==> config.mk <==
export PLATFORM = sky130hd
export DESIGN_NAME = id_ex_stage
export DESIGN_NICKNAME = d
export VERILOG_FILES = /design/src/rtl/id_ex_stage.sv
export SDC_FILE = /design/constraint.sdc
export NUM_CORES = 1
export LEC_CHECK = 0
export BUFFER_PORTS_ARGS = -buffer_cell sky130_fd_sc_hd__buf_2
export CAP_MARGIN = 20
export CORE_MARGIN = 2
export CORE_UTILIZATION = 35
export DETAILED_ROUTE_END_ITERATION = 8
export SETUP_SLACK_MARGIN = 0.02
export SYNTH_ARGS = -nofsm -noshare
export SYNTH_HDL_FRONTEND = slang
export SYNTH_SLANG_ARGS = --single-unit
export TNS_END_PERCENT = 10
==> constraint.sdc <==
create_clock -name clk -period 1.8 [get_ports clk]
set_input_delay 0.27 -clock clk [delete_from_list [all_inputs] [get_ports clk]]
set_output_delay 0.27 -clock clk [all_outputs]
set_load 0.1 [all_outputs]
==> src/rtl/id_ex_stage.sv <==
// id_ex_stage: RV32I decode stage.
// Holds the IF/ID register and the ID/EX pipeline register, drives the
// register-file read addresses, generates the immediate, inserts one bubble
// per load-use hazard and honours a flush from EX.
// Optional build macro ID_STALL_CNT_EN adds saturating stall/flush counters
// (ports stall_cnt, flush_cnt).
module id_ex_stage #(
  parameter int unsigned XLEN      = 32,
  parameter logic [31:0] NOP_INSTR = 32'h0000_0013
) (
  input  logic            clk,
  input  logic            rst_n,
  input  logic            if_valid,
  input  logic [31:0]     if_instr,
  input  logic [XLEN-1:0] if_pc,
  output logic            id_ready,
  output logic [4:0]      rf_a1,
  output logic [4:0]      rf_a2,
  input  logic [XLEN-1:0] rf_rd1,
  input  logic [XLEN-1:0] rf_rd2,
  input  logic            flush_i,
  output logic            ex_valid,
  output logic [XLEN-1:0] ex_pc,
  output logic [XLEN-1:0] ex_rs1_data,
  output logic [XLEN-1:0] ex_rs2_data,
  output logic [XLEN-1:0] ex_imm,
  output logic [4:0]      ex_rs1,
  output logic [4:0]      ex_rs2,
  output logic [4:0]      ex_rd,
  output logic [6:0]      ex_opcode,
  output logic [2:0]      ex_funct3,
  output logic            ex_funct7b5,
  output logic            ex_mem_read,
  output logic            ex_mem_write,
  output logic            ex_reg_write
`ifdef ID_STALL_CNT_EN
  ,
  output logic [31:0]     stall_cnt,
  output logic [31:0]     flush_cnt
`endif
);

  localparam logic [6:0] OPC_OP     = 7'b0110011;
  localparam logic [6:0] OPC_OP_IMM = 7'b0010011;
  localparam logic [6:0] OPC_LOAD   = 7'b0000011;
  localparam logic [6:0] OPC_STORE  = 7'b0100011;
  localparam logic [6:0] OPC_BRANCH = 7'b1100011;
  localparam logic [6:0] OPC_JALR   = 7'b1100111;
  localparam logic [6:0] OPC_JAL    = 7'b1101111;
  localparam logic [6:0] OPC_LUI    = 7'b0110111;
  localparam logic [6:0] OPC_AUIPC  = 7'b0010111;

  typedef struct packed {
    logic            valid;
    logic [XLEN-1:0] pc;
    logic [XLEN-1:0] rs1_data;
    logic [XLEN-1:0] rs2_data;
    logic [XLEN-1:0] imm;
    logic [4:0]      rs1;
    logic [4:0]      rs2;
    logic [4:0]      rd;
    logic [6:0]      opcode;
    logic [2:0]      funct3;
    logic            funct7b5;
    logic            mem_read;
    logic            mem_write;
    logic            reg_write;
  } ex_t;

  logic            id_valid;
  logic [31:0]     id_instr;
  logic [XLEN-1:0] id_pc;

  logic [6:0]      opcode;
  logic [4:0]      rs1;
  logic [4:0]      rs2;
  logic [4:0]      rd;
  logic            use_rs1;
  logic            use_rs2;
  logic            writes_rd;
  logic            mem_read_c;
  logic            mem_write_c;
  logic [XLEN-1:0] imm_c;
  logic            hz;

  ex_t ex_q;
  ex_t ex_d;

  assign opcode = id_instr[6:0];
  assign rd     = id_instr[11:7];
  assign rs1    = id_instr[19:15];
  assign rs2    = id_instr[24:20];
  assign rf_a1  = rs1;
  assign rf_a2  = rs2;

  // Opcode decode: source usage, control bits and immediate format.
  always_comb begin
    use_rs1     = 1'b0;
    use_rs2     = 1'b0;
    writes_rd   = 1'b0;
    mem_read_c  = 1'b0;
    mem_write_c = 1'b0;
    imm_c       = '0;
    case (opcode)
      OPC_OP: begin
        use_rs1   = 1'b1;
        use_rs2   = 1'b1;
        writes_rd = 1'b1;
      end
      OPC_OP_IMM, OPC_JALR: begin
        use_rs1   = 1'b1;
        writes_rd = 1'b1;
        imm_c     = {{20{id_instr[31]}}, id_instr[31:20]};
      end
      OPC_LOAD: begin
        use_rs1    = 1'b1;
        writes_rd  = 1'b1;
        mem_read_c = 1'b1;
        imm_c      = {{20{id_instr[31]}}, id_instr[31:20]};
      end
      OPC_STORE: begin
        use_rs1     = 1'b1;
        use_rs2     = 1'b1;
        mem_write_c = 1'b1;
        imm_c       = {{20{id_instr[31]}}, id_instr[31:25], id_instr[11:7]};
      end
      OPC_BRANCH: begin
        use_rs1 = 1'b1;
        use_rs2 = 1'b1;
        imm_c   = {{19{id_instr[31]}}, id_instr[31], id_instr[7],
                   id_instr[30:25], id_instr[11:8], 1'b0};
      end
      OPC_LUI, OPC_AUIPC: begin
        writes_rd = 1'b1;
        imm_c     = {id_instr[31:12], 12'h000};
      end
      OPC_JAL: begin
        writes_rd = 1'b1;
        imm_c     = {{11{id_instr[31]}}, id_instr[31], id_instr[19:12],
                     id_instr[20], id_instr[30:21], 1'b0};
      end
      default: begin
        // Unknown opcodes travel as valid instructions with no side effect.
      end
    endcase
  end

  // Load-use hazard against the load currently sitting in ID/EX.
  assign hz = id_valid & ex_q.valid & ex_q.mem_read & (ex_q.rd != 5'd0) &
              ((use_rs1 & (ex_q.rd == rs1)) | (use_rs2 & (ex_q.rd == rs2)));

  assign id_ready = ~hz | flush_i;

  // Next ID/EX contents: decoded instruction, or an all-zero bubble.
  always_comb begin
    ex_d = '0;
    if (id_valid && !hz && !flush_i) begin
      ex_d.valid     = 1'b1;
      ex_d.pc        = id_pc;
      ex_d.rs1_data  = rf_rd1;
      ex_d.rs2_data  = rf_rd2;
      ex_d.imm       = imm_c;
      ex_d.rs1       = use_rs1 ? rs1 : 5'd0;
      ex_d.rs2       = use_rs2 ? rs2 : 5'd0;
      ex_d.rd        = rd;
      ex_d.opcode    = opcode;
      ex_d.funct3    = id_instr[14:12];
      ex_d.funct7b5  = id_instr[30];
      ex_d.mem_read  = mem_read_c;
      ex_d.mem_write = mem_write_c;
      ex_d.reg_write = writes_rd & (rd != 5'd0);
    end
  end

  // IF/ID register: flush kills, hazard holds, otherwise accept fetch.
  always_ff @(posedge clk or negedge rst_n) begin
    if (!rst_n) begin
      id_valid <= 1'b0;
      id_instr <= NOP_INSTR;
      id_pc    <= '0;
    end else if (flush_i) begin
      id_valid <= 1'b0;
      id_instr <= NOP_INSTR;
      id_pc    <= '0;
    end else if (!hz) begin
      id_valid <= if_valid;
      id_instr <= if_instr;
      id_pc    <= if_pc;
    end
  end

  // ID/EX pipeline register.
  always_ff @(posedge clk or negedge rst_n) begin
    if (!rst_n) begin
      ex_q <= '0;
    end else begin
      ex_q <= ex_d;
    end
  end

  assign ex_valid     = ex_q.valid;
  assign ex_pc        = ex_q.pc;
  assign ex_rs1_data  = ex_q.rs1_data;
  assign ex_rs2_data  = ex_q.rs2_data;
  assign ex_imm       = ex_q.imm;
  assign ex_rs1       = ex_q.rs1;
  assign ex_rs2       = ex_q.rs2;
  assign ex_rd        = ex_q.rd;
  assign ex_opcode    = ex_q.opcode;
  assign ex_funct3    = ex_q.funct3;
  assign ex_funct7b5  = ex_q.funct7b5;
  assign ex_mem_read  = ex_q.mem_read;
  assign ex_mem_write = ex_q.mem_write;
  assign ex_reg_write = ex_q.reg_write;

`ifdef ID_STALL_CNT_EN
  // Saturating counters of stall and flush edges.
  always_ff @(posedge clk or negedge rst_n) begin
    if (!rst_n) begin
      stall_cnt <= '0;
      flush_cnt <= '0;
    end else begin
      if (hz && !flush_i && (stall_cnt != 32'hFFFF_FFFF)) begin
        stall_cnt <= stall_cnt + 32'd1;
      end
      if (flush_i && (flush_cnt != 32'hFFFF_FFFF)) begin
        flush_cnt <= flush_cnt + 32'd1;
      end
    end
  end
`else
  // Event counters are not built in this configuration.
`endif

endmodule

==> flow_summary_export.csv <==
group,metric,value,unit
run_status,status,"complete, but fails checks",
run_status,violations,"negative setup slack",
timing,rsz0062_at_grt,"yes",
yosys,synth.distinct_cells,40,
yosys,synth-main-ff-cell,"dfrtp_1",
place,placed_cells,1370,
yosys,async_reset_ff_frac,1.00,
clock_tree,htree_levels,1,
routing,route.antenna.remaining_nets,0,
flow_run,cap_violations,0,
min_path,hold_path_class,"in2reg",
clock_tree,cts_tree,"yes",
yosys,synth_cells,742,
yosys,synth_area_per_cell,11.8,um2
pwr,worst_ir_drop_vdd,0.779,mV
routing,drc_errors,0,
timing,whs,0.0120,ns
clock_tree,root_buffer,"clkbuf_16",
clock_tree,clk_latency,0.52,ns
clock_tree,clock_sinks,223,
setup_path,critical_path_class,"reg2out",
cells_and_area,fillers,2109,
setup_path,cp_max_fo,2,
yosys,synth-seq-cells,223,
place,gp_congestion,0.826,
cells_and_area,nNetsFinal,1317,
floorplanning,die_w,162,um
cells_and_area,finalNonFillerCells,1535,
place,place_area,11100,um2
floorplanning,die-area,26400,um2
timing,fin_skew,0.0109,ns
yosys,syn-num-nets,874,
routing,drt-wirelength-per-cell,16.9,um
pwr,pwr_density_cell,908,nW/um2
place,dp_hpwl,17.2,mm
floorplanning,die_y,162,um
timing,timing.final.crit_share,1.38,
routing,num_vias,7058,
floorplanning,fp-row-count,58,
timing,min_period,2.49,ns
clock_tree,path_clk_slew,0.06,ns
clock_tree,cts_buffer_depth,3,
timing,setup_violations,224,
setup_path,critPathArrivalTime,2.22,ns
timing,timing.slew.headroom,0.629,
global_routing,antenna_found_initial,1,
global_routing,grt_pass1_wl,39.4,mm
floorplanning,core-area,24900,um2
global_routing,grt-ovfl-total,0,
cells_and_area,layout_commonest_cell,"buf_2",
global_routing,grt_pass1_vias,7268,
yosys,synth_area,8790,um2
yosys,ys_seq_area_frac,0.635,
clock_tree,cts_buffers,25,
timing,fin_ws,-0.691,ns
timing,hold_viol,0,
cells_and_area,mostFrequentLayoutCells,"288 x buf_2, 214 x dfrtp_1, 145 x nand2_1",
routing,drtPass1Iterations,4,
setup_path,endpoint_kind,"output port",
routing,drt_wl_total,25.9,mm
timing,tightest_slew,0.560,ns
routing,drt-initial-drc-count,361,
timing,timing.final.max_slew_violations,0,
global_routing,grt_max_degree,71,
floorplanning,ios,301,
cells_and_area,finalInstanceArea,13600,um2
yosys,ys_warn_count,0,
global_routing,track_usage,0.190,
timing,fmax,0.401,GHz
cells_and_area,drive_gt1_frac,0.419,
place,io_buffer_count,300,
setup_path,cp.required,1.53,ns
pwr,power_leakage,6.62,nW
floorplanning,start_util,0.353,
setup_path,start_kind,"register",
cells_and_area,syn2layout_area_growth,54.7,%
routing,via_per_inst,4.60,
yosys,synth_edf_count,0,
## worst paths after layout
check / start / to / slack [ns] / depth (start not counted)
min: if_instr[2] / id_instr[2] / 0.01 / 3
min reg2reg: id_pc[30] / ex_pc[30] / 0.52 / 1
max in group asynchronous: rst_n / id_instr[1] / 0.92 / 3
max: ex_rd[2] / id_ready / -0.69 / 6
max reg2reg: id_instr[0] / id_pc[17] / -0.49 / 8
min in group asynchronous: rst_n / id_pc[12] / 0.25 / 2
## Yosys cell counts (2+ instances only)
library cell | number | area share
nor2b_1 | 2 | 0.0014
dfrtp_1 | 220 | 0.63
and3_1 | 2 | 0.0014
and3b_1 | 2 | 0.0020
buf_6 | 11 | 0.014
dfstp_2 | 3 | 0.0090
buf_2 | 12 | 0.0068
nand2_1 | 147 | 0.063
o21a_1 | 2 | 0.0017
buf_4 | 17 | 0.015
xnor2_1 | 4 | 0.0040
or4_1 | 2 | 0.0017
nor2_1 | 9 | 0.0038
mux2i_1 | 61 | 0.069
nor4_1 | 2 | 0.0014
or3_1 | 2 | 0.0014
nor3_1 | 43 | 0.024
a21oi_1 | 21 | 0.012
xor2_1 | 6 | 0.0060
a22oi_1 | 4 | 0.0034
clkbuf_1 | 30 | 0.013
nand3_1 | 3 | 0.0017
o211ai_1 | 2 | 0.0017
nor3b_1 | 114 | 0.097
o21ai_0 | 4 | 0.0023
and2_1 | 3 | 0.0021
## logic make-up after synthesis
logic type,synth area share
XOR/XNOR,0.00996
AND/OR/NAND/NOR,0.209
buffers and inverters,0.0504
multiplexers,0.0695
AO/OA/AOI/OAI,0.0265
flip-flops,0.635
## cell type report
cell class                      count  area [um2]  share of cell area
Clock inverter                     12         174              0.0128
Antenna cell                        1        2.50            0.000184
Sequential cell                   223        5600               0.411
Timing Repair Buffer              487        3500               0.258
Multi-Input combinational cell    447        3180               0.234
Inverter                            1        6.26            0.000460
Tap cell                          330         413              0.0304
Clock buffer                       34         729              0.0536
## critical path, cell delays in order (launching register included)
cell	delay [ns]
dfrtp_4	0.47
or4_4	0.53
o211ai_1	0.26
a21oi_4	0.07
buf_12	0.14
nand2_8	0.06
buf_12	0.16
## where the power goes
part	switching, mW	internal (mW)
Combinational	1.04	0.568
Sequential	0.0769	5.15
Clock	2.10	3.42
Total	3.22	9.14
## per-layer routing
metal,vias up,wire [um],global-route usage,share of wire
li1,3384,-,-,-
met1,3378,10700,0.237,0.41
met2,246,12500,0.323,0.48
met3,50,1850,0.0456,0.072
met4,0,850,0.0636,0.033
met5,-,0,0,0
## state kept, by name, summed over array words and instances (netlist names)
register	count
ex_imm	32
ex_pc	32
ex_rs1_data	32
ex_rs2_data	32
id_instr	32
id_pc	32
ex_opcode	7
ex_rd	5
ex_rs1	5
ex_rs2	5
ex_funct3	3
ex_funct7b5	1
ex_mem_read	1
ex_mem_write	1
ex_reg_write	1
ex_valid	1
id_valid	1
## through the flow
step / power (mW) / utilization / setup TNS, ns / setup slack, ns
after floorplan: 6.17 / - / -51.60 / -0.418
after CTS: 12.5 / 0.542 / -76.60 / -0.728
after detailed placement: 6.70 / 0.445 / -39.92 / -0.277
after global routing: 12.8 / 0.546 / -92.71 / -0.753
final: 12.4 / 0.546 / -73.19 / -0.691
after global placement: 6.69 / 0.445 / -37.27 / -0.289
## timing repair
action | 4_1_cts | 5_1_grt
gates resized for setup | 69 | 22
setup buffers | 3 | 0
hold buffers | 113 | 1
pin swaps | 26 | 18
gates cloned | 1 | 0
endpoints found under the setup margin | 232 | 227
hold endpoints to repair | 155 | 1
(Power assumes the default switching activity.)
